**src/rtl/interval_capture.sv**
```systemverilog
// interval_capture: measures whole milliseconds between a start rise and a stop rise.
// Ports: clk, reset (async, active-low), start/stop (levels, rising edges used), ack (releases result);
//        elapsed_ms/result_valid/timeout hold the result, busy flags an active measurement.
module interval_capture #(
    parameter int MAX_MS      = 2000,
    parameter int CLKS_PER_MS = 50000
) (
    input  logic                         clk,
    input  logic                         reset,
    input  logic                         start,
    input  logic                         stop,
    input  logic                         ack,
    output logic [$clog2(MAX_MS+1)-1:0]  elapsed_ms,
    output logic                         result_valid,
    output logic                         timeout,
    output logic                         busy
);

    localparam int MW = $clog2(MAX_MS + 1);
    // Guard against a zero-width prescaler when one clock equals one millisecond.
    localparam int PW = (CLKS_PER_MS > 1) ? $clog2(CLKS_PER_MS) : 1;

    typedef enum logic [1:0] {
        IDLE = 2'd0,
        RUN  = 2'd1,
        HOLD = 2'd2
    } state_t;

    state_t          state;
    state_t          state_nxt;
    logic            start_q;
    logic            stop_q;
    logic            start_rise;
    logic            stop_rise;
    logic [PW-1:0]   presc;
    logic [MW-1:0]   ms_cnt;
    logic            tick;
    logic            at_limit;

    assign start_rise = start & ~start_q;
    assign stop_rise  = stop  & ~stop_q;
    assign tick       = (state == RUN) && (presc == PW'(CLKS_PER_MS - 1));
    // The tick that lands here brings the count to MAX_MS.
    assign at_limit   = (ms_cnt == MW'(MAX_MS - 1));

    // State register
    always_ff @(posedge clk or negedge reset) begin
        if (!reset) begin
            state <= IDLE;
        end else begin
            state <= state_nxt;
        end
    end

    // Next-state logic
    always_comb begin
        state_nxt = state;
        case (state)
            IDLE: begin
                // A coincident stop rise is simply not looked at here.
                if (start_rise) state_nxt = RUN;
            end
            RUN: begin
                if (stop_rise)             state_nxt = HOLD;
                else if (tick && at_limit) state_nxt = HOLD;
            end
            HOLD: begin
                // Any start rise seen here, even alongside ack, is dropped.
                if (ack) state_nxt = IDLE;
            end
            default: state_nxt = IDLE;
        endcase
    end

    // Output decode from the state register only.
    always_comb begin
        busy = 1'b0;
        if (state == RUN) busy = 1'b1;
    end

    // Edge detectors, counters and the held result.
    always_ff @(posedge clk or negedge reset) begin
        if (!reset) begin
            start_q      <= 1'b0;
            stop_q       <= 1'b0;
            presc        <= '0;
            ms_cnt       <= '0;
            elapsed_ms   <= '0;
            result_valid <= 1'b0;
            timeout      <= 1'b0;
        end else begin
            start_q <= start;
            stop_q  <= stop;
            case (state)
                IDLE: begin
                    if (start_rise) begin
                        presc  <= '0;
                        ms_cnt <= '0;
                    end
                end
                RUN: begin
                    if (stop_rise) begin
                        // Stop wins over a coincident tick: that ms is not counted.
                        elapsed_ms   <= ms_cnt;
                        result_valid <= 1'b1;
                        timeout      <= 1'b0;
                    end else if (tick) begin
                        presc  <= '0;
                        ms_cnt <= ms_cnt + MW'(1);
                        if (at_limit) begin
                            elapsed_ms   <= MW'(MAX_MS);
                            result_valid <= 1'b1;
                            timeout      <= 1'b1;
                        end
                    end else begin
                        presc <= presc + PW'(1);
                    end
                end
                HOLD: begin
                    // elapsed_ms deliberately keeps its value after release.
                    if (ack) begin
                        result_valid <= 1'b0;
                        timeout      <= 1'b0;
                    end
                end
                default: ;
            endcase
        end
    end

endmodule

```
**config.mk**
```make
export PLATFORM = sky130hd
export DESIGN_NAME = interval_capture
export DESIGN_NICKNAME = d
export VERILOG_FILES = /design/src/rtl/interval_capture.sv
export SDC_FILE = /design/constraint.sdc
export NUM_CORES = 1
export LEC_CHECK = 0
export BUFFER_PORTS_ARGS = -buffer_cell sky130_fd_sc_hd__buf_2
export CAP_MARGIN = 20
export CORE_MARGIN = 1
export CORE_UTILIZATION = 50
export CTS_CLUSTER_DIAMETER = 100
export DETAILED_ROUTE_END_ITERATION = 6
export GPL_ROUTABILITY_DRIVEN = 0
export GPL_TIMING_DRIVEN = 1
export PLACE_DENSITY_LB_ADDON = 0.2
export SYNTH_ARGS = -nofsm -noshare
export SYNTH_HDL_FRONTEND = slang
export SYNTH_SLANG_ARGS = --single-unit
```
**constraint.sdc**
```tcl
create_clock -name clk -period 2.4 [get_ports clk]
set_clock_uncertainty 0.1 [all_clocks]
set_input_delay 0.12 -clock clk [delete_from_list [all_inputs] [get_ports clk]]
set_output_delay 0.12 -clock clk [all_outputs]
set_load 0.02 [all_outputs]
```
# Word level (Yosys, flattened, before mapping)
# Cells that the tools add are included.
[totals]
register_bits = 44
latch_bits = 0
ramBits = 0
mem_bits_ro = 0
input_bits = 5
out_inout_bits = 14
elab_cells = 61
n_memories = 0
[classes]
add_sub_neg = 2
mul = 0
div = 0
order_cmp = 0
eq_ne = 11
shift = 0
mux = 24
bitwise_logic = 4
n_reduce_logical = 12
[op_table]
columns = ["op", "count"]
rows = [
  ["2-to-1 mux 11 bit", 6],
  ["2-to-1 mux 16 bit", 3],
  ["case mux 16 bit (2 select lines)", 1],
  ["case mux 11 bit (2 select lines)", 1],
  ["adder 16 x 1 -> 16 bit (second input constant)", 1],
  ["equality test 16 bit (second input constant)", 1],
  ["adder 11 x 1 -> 11 bit (second input constant)", 1],
  ["equality test 11 bit (second input constant)", 1],
  ["!= test 3 bit (second input constant)", 3],
  ["AND reduction 3 bit", 3],
  ["2-to-1 mux 2 bit", 4],
  ["!= test 2 bit (second input constant)", 4],
  ["AND reduction 4 bit", 2],
  ["nonzero test 2 bit", 4],
  ["2-to-1 mux 1 bit", 6],
  ["case mux 2 bit (3 select lines)", 1],
  ["case mux 1 bit (2 select lines)", 2],
  ["bitwise AND 1 bit", 2],
  ["equality test 2 x 1 -> 1 bit (second input constant)", 1],
  ["equality test 2 bit (second input constant)", 1],
  ["logical AND 1 bit", 2],
  ["logical NOT 2 bit", 1],
  ["inverter 1 bit", 2],
]

# Logic depth before layout (Yosys ltp)
# Gate-level depths: netlist of run 1.
[logic_depth]
depth_word = 6
depth_mapped = 8
depth_no_buf = 5

# Worst setup path before layout of run 1
# OpenSTA, ideal clock, no wires.
[synth_path]
path_type = "register to register"
start = "register presc[0]"
end = "register result_valid"
arrival_time_ns = 1.694
required_ns = 2.171
slack_ns = 0.476
stages_incl_launch_ff = 8
path_buffers = 2
period_less_slack_ns = 1.924
path_cell_list = "dfrtp_1 ha_1 and4_1 and4_1 clkbuf_1 a21oi_1 buf_2 o21ai_0"
[synth_between]
elab_chain_cells = 4
[synth_lines]
columns = ["item", "line", "rtl"]
rows = [
  ["from (decl)", "35", "logic [PW-1:0] presc;"],
  ["from (signal assigned)", "116", "presc <= presc + PW'(1);"],
  ["equality test 16 bit", "42", "assign tick = (state == RUN) && (presc == PW'(CLKS_PER_MS - 1));"],
  ["logical AND 1 bit", "42", ""],
  ["!= test 3 bit (no source line)", "--", ""],
  ["AND reduction 4 bit (no source line)", "--", ""],
  ["to (signal assigned)", "89", "result_valid <= 1'b0;"],
  ["to (signal assigned)", "105", "result_valid <= 1'b1;"],
  ["to (signal assigned)", "112", "result_valid <= 1'b1;"],
  ["to (decl)", "14", "output logic result_valid,"],
]
# No other way between the ends.
# A chain may end at the register's enable or synchronous reset.

# Worst setup path in the final report of run 1
[layout_path]
start = "register presc[0]"
end = "register ms_cnt[6]"
[layout_between]
elab_chain_cells = 4
[layout_lines]
columns = ["item", "line", "rtl"]
rows = [
  ["equality test 16 bit", "42", ""],
  ["logical AND 1 bit", "42", ""],
  ["!= test 2 bit (no source line)", "--", ""],
  ["AND reduction 4 bit (no source line)", "--", ""],
  ["to (signal assigned)", "109", "ms_cnt <= ms_cnt + MW'(1);"],
  ["to (decl)", "36", "logic [MW-1:0] ms_cnt;"],
]
# No other way between the ends.

==> results of run 1 <==
==> through the flow <==
step / instance area (µm²) / util [%]
3_5_place_dp: 2487 / 56.35
2_1_floorplan: 2333 / -
6_report: 2620 / 59.35
5_1_grt: 2620 / 59.35
4_1_cts: 2620 / 59.35
3_3_place_gp: 2487 / 56.35
==> synthesized netlist by cell type (2+ instances only) <==
library cell  number
o22ai_1            7
and3_1             3
or4_1             12
mux2i_1            3
or3_1              5
buf_6              2
dfrtp_1           44
o31ai_1           15
nor4bb_1           2
a21o_1             5
nand2b_1           5
a22o_1             5
nand4_1            8
nand3_1            4
clkbuf_1           7
a31oi_1            2
and4_1             5
o2111ai_1          3
nor2b_1            4
buf_2              4
inv_1             11
o211ai_1           2
nand2_1           18
o21ai_0           10
nor2_1             5
a21oi_1           24
ha_1               2
==> layout make-up <==
cell class                      instances  area, µm²
Clock buffer                            6      82.58
Clock inverter                          2      10.01
Fill cell                             387       1794
Inverter                               12      45.04
Multi-Input combinational cell        167       1111
Sequential cell                        44       1101
Tap cell                               52      65.06
Timing Repair Buffer                   32      205.2
==> repair_timing <==
| item | CTS | global route |
|---|---|---|
| hold endpoints to repair | 26 | 0 |
| gates resized for setup | 0 | 0 |
| endpoints found under the setup margin | 0 | 0 |
| hold buffers | 4 | 0 |
==> per-layer routing <==
metal / GRT usage [%] / share of wire, % / vias up
li1: - / - / 961
met1: 31.32 / 48 / 966
met2: 35.77 / 47 / 39
met3: 5.195 / 3.4 / 6
met4: 6.222 / 1.0 / 0
met5: 0 / 0 / -
==> worst max-delay path by stage <==
stage	end	start	slack (ns)	depth (start not counted)
6_report	ms_cnt[6]	presc[0]	0.19	6
3_3_place_gp	presc[3]	presc[12]	0.23	4
3_5_place_dp	ms_cnt[6]	presc[0]	0.23	6
5_1_grt	presc[12]	presc[0]	0.01	5
4_1_cts	ms_cnt[6]	presc[0]	0.20	6
2_1_floorplan	result_valid	presc[0]	0.48	7
==> flip-flops by register name, summed over array words and instances (netlist names) <==
| name | cells |
|---|---|
| elapsed_ms | 11 |
| state | 2 |
| result_valid | 1 |
| ms_cnt | 11 |
| timeout | 1 |
| start_q | 1 |
| presc | 16 |
| stop_q | 1 |
==> cells in the final DEF (no fill, tap or decap), drive strengths merged, types with 3 or more instances in the layout <==
cell type     n
and3          3
dfrtp        44
a22o          5
nand2b        5
and4          5
o22ai         7
inv          12
or3           5
a21oi        25
clkbuf        6
o2111ai       3
dlygate4sd3   4
nor2b         4
nand3         4
or4          12
o31ai        15
mux2i         3
nand4         8
o21ai        10
nor2          5
a21o          5
nand2        18
buf          28
nor4b         3
==> cells by family after synthesis <==
kind of cell	Yosys count	share of synthesized area [%]
fa+ha+maj	2	1.072
xor+xnor	1	0.3754
flops	44	47.19
mux	3	1.287
buf+inv	26	5.201
compound gates	79	22.20
simple gates	82	22.68
==> power by group <==
group          switching, W  internal (W)
registers         0.0000796      0.000817
clock network      0.000244      0.000230
logic              0.000366      0.000209
total              0.000689       0.00126
==> impl_metrics.json, run 1 <==
{
  "outcome": "completed",
  "critPathMaxStageDelay_ns": 0.50,
  "startpoint_type": "register",
  "critPathTopFamily": "simple AND/OR/NAND/NOR gates",
  "crit_chain": "ha_1 > and4_1 > a41oi_1 > buf_4 > or4_1 > a21oi_1",
  "cp.arrival_ns": 2.32,
  "r2r_setup_slack_ns": 0.19,
  "die_area_um2": 4944,
  "layout_setup_ws_ns": 0.1919,
  "boundaryPins": 19,
  "synth.yosys.seq_area_share_pct": 47.18,
  "place_inst": 303,
  "relSlewSlack_pct": 41.99,
  "clk_pin_slew_ns": 0.08,
  "r2r_end": "ms_cnt[6]",
  "power.density_nw_per_um2": 742.3,
  "syn_area_per_cell_um2": 9.846,
  "clockRootBuffer": "clkbuf_8",
  "start_util_pct": 52.86,
  "cap_violations": 0,
  "critPathRequiredTime_ns": 2.52,
  "viasPerCell": 6.260,
  "worstPathMaxFanout": 13,
  "grt_pass1_wl_um": 8790,
  "port-buffer-count": 18,
  "die_w_um": 70.32,
  "routedWlPerCell_um": 16.37,
  "num_vias": 1972,
  "n_antenna_cell": 0,
  "fin_crit_sh_pct": 92.01,
  "firstDrtPassIters": 4,
  "crit_buf_inv": 1,
  "netlist_instances": 237,
  "slew_violations": 0,
  "synth_top_flop_cell": "dfrtp_1",
  "r2r_cells": 6,
  "synth_top_cell_area_share_pct": 47.18,
  "antenna_found_initial": 0,
  "path_class": "reg -> reg",
  "post_cts_buffers": 0,
  "routed_wl_um": 5156,
  "tightest_slew_ns": 0.8669,
  "synth_edf_count": 0,
  "leakage_nw": 1.142,
  "overflow": 0,
  "timing.critical_path.slowest_stage_cell": "or4_1",
  "synthToLayoutAreaGrowth_pct": 12.28,
  "synth_top_area_cell": "dfrtp_1",
  "ys_ff_latch": 44,
  "irDropWorstVdd_v": 0.0003801,
  "ys_top_cells_by_area": "dfrtp_1 (47%), a21oi_1 (5.1%), o31ai_1 (4.8%), or4_1 (3.9%), nand2_1 (2.9%)",
  "remaining_drc_errors": 0,
  "num-nets-final": 269,
  "grt_use_total_pct": 22.67,
  "async_flop_share_pct": 100.0,
  "tns_ns": 0,
  "ys_types": 47,
  "end_kind": "register",
  "antenna_left": 0,
  "fp-row-count": 24,
  "drtIter0Drc": 159,
  "hold_viol": 0,
  "clock_latency_ns": 0.30,
  "grt_max_degree": 25,
  "clock-sinks": 44,
  "htree_levels": 2,
  "syn-num-nets": 244,
  "holdCritPathClass": "in -> async",
  "fmax_mhz": 452.9,
  "yosys_warnings": 0,
  "fin_cells": 315,
  "hpwlAfterDp_um": 3687,
  "tritoncts": "built",
  "layout-drive-gt1-share_pct": 16.35,
  "fp.dieH_um": 70.32,
  "hold_slack_ns": 0.2538,
  "syn_area_um2": 2333,
  "finalSetupViolCount": 0,
  "finalPower_w": 0.001945,
  "place_ws_ns": 0.2256,
  "grt_pass1_vias": 1850,
  "cts.path.max_buffers": 2,
  "rsz0062_at_grt": "no",
  "fin_crit_ns": 2.208,
  "cts_buffers": 5,
  "core-area_um2": 4414,
  "r2r_start": "presc[0]"
}
No activity file was read; power rests on OpenSTA's default activity.
==> inputs of run 2 (changes only) <==
==> constraint.sdc (replaced) <==
create_clock -name clk -period 2.1 [get_ports clk]
set_clock_uncertainty 0.1 [all_clocks]
set_input_delay 0.105 -clock clk [delete_from_list [all_inputs] [get_ports clk]]
set_output_delay 0.105 -clock clk [all_outputs]
set_load 0.02 [all_outputs]
==> run 2 against run 1 <==
Effect of this change: global-route usage is 1.3 points higher; worst hold slack better by 0.055 ns; clock power is 19% higher; routed wire length is 6.0% higher; die area stayed put; setup slack worse by 0.10 ns; register-to-register slack worse by 0.10 ns; largest cell class unchanged; clock-buffer cell count stayed put; cell area is 7.0% higher; combinational power is 38% higher; sequential power is 14% higher.
==> impl_metrics.json, run 2 (synthesis gave the netlist of run 1 again) <==
{
  "routedWlPerCell_um": 16.41,
  "fp-row-count": 24,
  "hold_viol": 0,
  "relSlewSlack_pct": 62.05,
  "path_depth": 6,
  "end_kind": "register",
  "grt_use_total_pct": 23.93,
  "clock_latency_ns": 0.30,
  "viasPerCell": 6.336,
  "critPathMaxStageDelay_ns": 0.50,
  "finalSetupViolCount": 0,
  "firstDrtPassIters": 4,
  "largest_reg_flops": 16,
  "start_util_pct": 52.86,
  "grt_pass1_vias": 1997,
  "critPathRequiredTime_ns": 2.22,
  "hpwlAfterDp_um": 3653,
  "cts.path.max_buffers": 2,
  "timing.critical_path.slowest_stage_cell": "or4_1",
  "crit_buf_inv": 1,
  "slew_violations": 0,
  "r2r_setup_slack_ns": 0.09,
  "fmax_mhz": 497.6,
  "grt_pass1_wl_um": 9342,
  "synthToLayoutAreaGrowth_pct": 20.16,
  "num_vias": 2110,
  "top_register": "presc",
  "crit_chain": "ha_2 > and4_4 > a41oi_4 > buf_4 > or4_1 > a21oi_1",
  "finalPower_w": 0.002370,
  "path_class": "reg -> reg",
  "holdCritPathClass": "in -> async",
  "layout-drive-gt1-share_pct": 24.20,
  "die_area_um2": 4944,
  "fp.dieH_um": 70.32,
  "clockRootBuffer": "clkbuf_8",
  "worstPathMaxFanout": 6,
  "num-nets-final": 287,
  "fin_crit_sh_pct": 95.71,
  "die_w_um": 70.32,
  "remaining_drc_errors": 0,
  "leakage_nw": 1.226,
  "grt_max_degree": 45,
  "final_common_cell": "dfrtp_1",
  "final_cell_mix": "dfrtp_1 (42), buf_4 (27), a21oi_1 (24)",
  "clk_pin_slew_ns": 0.09,
  "fin_crit_ns": 2.010,
  "core-area_um2": 4414,
  "power.density_nw_per_um2": 845.2,
  "clock-sinks": 44,
  "tightest_slew_ns": 0.5693,
  "drtIter0Drc": 195,
  "n_antenna_cell": 0,
  "fin_util_pct": 63.52,
  "startpoint_type": "register",
  "routed_wl_um": 5465,
  "port-buffer-count": 18,
  "critPathTopFamily": "simple AND/OR/NAND/NOR gates",
  "overflow": 0,
  "irDropWorstVdd_v": 0.0005821,
  "antenna_found_initial": 0,
  "boundaryPins": 19,
  "r2r_cells": 6,
  "htree_levels": 2,
  "cap_violations": 0,
  "cp.arrival_ns": 2.13,
  "antenna_left": 0,
  "largestRegisters": "presc x16, elapsed_ms x11, ms_cnt x11",
  "tritoncts": "built",
  "outcome": "completed",
  "cts_buffers": 5
}
[run 2: cell count changes in the layout (fill, tap and decap cells not counted), sizes merged]
| cell | change |
|---|---|
| buf | +17 |
| clkinv | -2 |
| clkinvlp | +2 |
| clkdlybuf4s15 | +1 |
[run 2: repair_timing]
item | in CTS | in global routing
setup endpoints to repair | 0 | 17
endpoints found under the hold margin | 47 | 0
setup buffers | 0 | 5
gates resized for setup | 0 | 10
hold buffers | 4 | 0
[run 2: per-layer routing]
| layer | track usage (%) | vias up | part of all wire (%) |
|---|---|---|---|
| met3 | 5.195 | 9 | 5.0 |
| li1 | - | 998 | - |
| met5 | 0 | - | 0 |
| met4 | 8.000 | 0 | 1.6 |
| met2 | 36.40 | 51 | 47 |
| met1 | 33.84 | 1052 | 46 |
[run 2: worst register-to-register path, cell delays in order, from the launching register on]
cell,delay (ns)
dfrtp_1,0.40
ha_2,0.20
and4_4,0.26
a41oi_4,0.13
buf_4,0.20
or4_1,0.50
a21oi_1,0.16
[run 2: area by class of cell]
| cell class | instances | area [µm²] |
|---|---|---|
| flip-flops and latches | 44 | 1104 |
| clock inverters | 2 | 15.01 |
| clock buffers | 6 | 82.58 |
| multi-input cells | 167 | 1149 |
| well taps | 52 | 65.06 |
| repair buffers | 50 | 344.1 |
| fillers | 359 | 1610 |
| inverters | 12 | 45.04 |
[run 2: metrics by stage]
step | cells | TNS [ns] | setup WS, ns | hold slack [ns] | instance area [µm²]
4_1_cts | 327 | 0 | 0.01245 | 0.3221 | 2715
3_3_place_gp | 315 | 0 | 0.05458 | 0.1190 | 2577
5_1_grt | 333 | -0.004942 | -0.004942 | 0.3673 | 2804
2_1_floorplan | 237 | 0 | 0.1765 | -0.2906 | 2333
3_5_place_dp | 315 | 0 | 0.02583 | 0.1224 | 2577
6_report | 333 | 0 | 0.09016 | 0.3085 | 2804
[run 2: worst paths after layout]
path,start,endpoint
worst min-delay path,reset,elapsed_ms[9]
worst max register to register,presc[0],ms_cnt[7]
worst max-delay path,presc[0],ms_cnt[7]
max in group asynchronous,reset,state[0]
worst min register to register,elapsed_ms[3],elapsed_ms[3]
min in group clk,start,start_q
[run 2: where the power goes]
part           switching, W  internal [W]
combinational      0.000467      0.000323
clock              0.000296      0.000266
sequential        0.0000805      0.000936
total              0.000844       0.00153
==> inputs of run 3 (changes only) <==
--- a/config.mk
+++ b/config.mk
@@ -8,7 +8,7 @@
 export BUFFER_PORTS_ARGS = -buffer_cell sky130_fd_sc_hd__buf_2
 export CAP_MARGIN = 20
 export CORE_MARGIN = 1
-export CORE_UTILIZATION = 50
+export CORE_UTILIZATION = 59
 export CTS_CLUSTER_DIAMETER = 100
 export DETAILED_ROUTE_END_ITERATION = 6
 export GPL_ROUTABILITY_DRIVEN = 0
==> run 3 against run 2 <==
Effect of this change: sequential share of layout area rose by 0.23 points; via count up 0.14%; total power decreased by 0.50%; setup slack worse by 0.015 ns; combinational power is essentially flat; fmax shrank 0.75%; clock power is 4.1% lower; worst hold slack worse by 0.10 ns; first-iteration DRC count rose by 7.7%; cell count is 2.1% lower; highest routed layer unchanged.
==> impl_metrics.json, run 3 (synthesis gave the netlist of run 1 again) <==
{
  "num-nets-final": 284,
  "r2r_cells": 5,
  "num_vias": 2113,
  "hold_viol": 0,
  "grt_use_total_pct": 28.99,
  "start_util_pct": 62.79,
  "clk_pin_slew_ns": 0.08,
  "tns_ns": 0,
  "drtIter0Drc": 210,
  "fp-row-count": 22,
  "fin_util_pct": 74.85,
  "routed_wl_um": 5660,
  "routedWlPerCell_um": 17.36,
  "clockRootBuffer": "clkbuf_8",
  "boundaryPins": 19,
  "cp-endpoint": "ms_cnt[10]",
  "overflow": 0,
  "r2r_start": "presc[4]",
  "cts.path.max_buffers": 2,
  "path_class": "reg -> reg",
  "htree_levels": 2,
  "core-area_um2": 3716,
  "largest_reg_flops": 16,
  "remaining_drc_errors": 0,
  "viasPerCell": 6.482,
  "top_register": "presc",
  "layout-drive-gt1-share_pct": 21.58,
  "crit_chain": "nor4b_4 > a41oi_4 > buf_6 > or4_1 > a21oi_1",
  "tritoncts": "built",
  "largestRegisters": "presc x16, elapsed_ms x11, ms_cnt x11",
  "clock_latency_ns": 0.30,
  "clock-sinks": 44,
  "fmax_mhz": 493.8,
  "antenna_found_initial": 0,
  "critPathMaxStageDelay_ns": 0.48,
  "final_common_cell": "dfrtp_1",
  "holdCritPathClass": "in -> async",
  "grt-busiest-layer": "met2",
  "power.density_nw_per_um2": 847.7,
  "fin_crit_ns": 2.025,
  "final_cell_mix": "dfrtp_1 (44), a21oi_1 (24), buf_4 (22)",
  "critPathRequiredTime_ns": 2.22,
  "cap_violations": 0,
  "antenna_left": 0,
  "synthToLayoutAreaGrowth_pct": 19.20,
  "fp.dieH_um": 64.89,
  "cp.arrival_ns": 2.15,
  "irDropWorstVdd_v": 0.0005373,
  "r2r_end": "ms_cnt[10]",
  "leakage_nw": 1.221,
  "use_met2_pct": 43.10,
  "hpwlAfterDp_um": 3769,
  "finalSetupViolCount": 0,
  "outcome": "completed",
  "cts_buffers": 5,
  "grt_max_degree": 24,
  "die_w_um": 64.89,
  "fin_crit_sh_pct": 96.43,
  "fillers": 254,
  "critPathLaunch": "presc[4]",
  "slew_violations": 0,
  "relSlewSlack_pct": 61.68,
  "rsz0062_at_grt": "no",
  "end_kind": "register",
  "use_met1_pct": 42.48,
  "startpoint_type": "register",
  "worstPathMaxFanout": 8,
  "tightest_slew_ns": 0.5742,
  "met3_usage_pct": 6.690,
  "port-buffer-count": 18,
  "die_area_um2": 4211,
  "r2r_setup_slack_ns": 0.07,
  "grt_pass1_vias": 1896,
  "grt_pass1_wl_um": 9252,
  "firstDrtPassIters": 4,
  "n_antenna_cell": 0,
  "timing.critical_path.slowest_stage_cell": "or4_1"
}
## run 3: cell types whose count changed in the layout (fill, tap and decap cells not counted), sizes merged
cell	previous run	this run
buf	45	43
clkbuf	6	8
clkdlybuf4s15	1	0
clkinvlp	2	0
## run 3: cell type report
class | count | area, µm² | area share [%]
Clock buffer | 8 | 90.09 | 3.239
Inverter | 12 | 45.04 | 1.619
Multi-Input combinational cell | 167 | 1154 | 41.48
Sequential cell | 44 | 1101 | 39.59
Tap cell | 48 | 60.06 | 2.159
Timing Repair Buffer | 47 | 331.6 | 11.92
## run 3: repair_timing
action / 4_1_cts / 5_1_grt
hold endpoints to repair: 24 / 0
endpoints found under the setup margin: 0 / 19
setup buffers: 0 / 4
resized for setup: 0 / 9
hold buffers: 4 / 0
## run 3: how the worst min path moves through the flow
stage                     cells after the start   from             to  slack [ns]
after floorplan                               0  reset  elapsed_ms[0]       -0.29
after global placement                        1  reset      presc[13]       0.009
after detailed placement                      1  reset      presc[13]       0.005
after CTS                                     2  reset      presc[13]        0.22
after global routing                          2  reset      presc[13]        0.26
final                                         2  reset      presc[13]        0.21
## run 3: worst max-delay path, delay by kind of cell, from the launching register on
| family | cells | cell delay, ns |
|---|---|---|
| compound gates | 2 | 0.38 |
| buf+inv | 1 | 0.18 |
| flops | 1 | 0.41 |
| simple gates | 2 | 0.88 |
## run 3: report_power, final
part / switching (W) / internal (W) / total (W) / leakage (nW)
registers: 0.0000955 / 0.000934 / 0.00103 / 0.596
clock network: 0.000271 / 0.000268 / 0.000539 / 0.0455
logic: 0.000471 / 0.000318 / 0.000789 / 0.580
## run 3: through the flow
| step | hold WS, ns | cells | instance area (µm²) | setup slack [ns] | power (W) |
|---|---|---|---|---|---|
| final | 0.2052 | 326 | 2781 | 0.07497 | 0.002358 |
| after global routing | 0.2590 | 326 | 2781 | 0.003734 | 0.002496 |
| after CTS | 0.2179 | 321 | 2700 | 0.02459 | 0.002264 |
| after detailed placement | 0.005134 | 309 | 2570 | 0.04533 | 0.001722 |
| after global placement | 0.008957 | 309 | 2570 | 0.08264 | 0.001695 |
| after floorplan | -0.2906 | 237 | 2333 | 0.1765 | 0.001503 |
## run 3: layer usage
layer | share of wire [%] | vias up
li1 | - | 991
met1 | 46 | 1041
met2 | 48 | 73
met3 | 5.3 | 8
met4 | 1.2 | 0
met5 | 0 | -
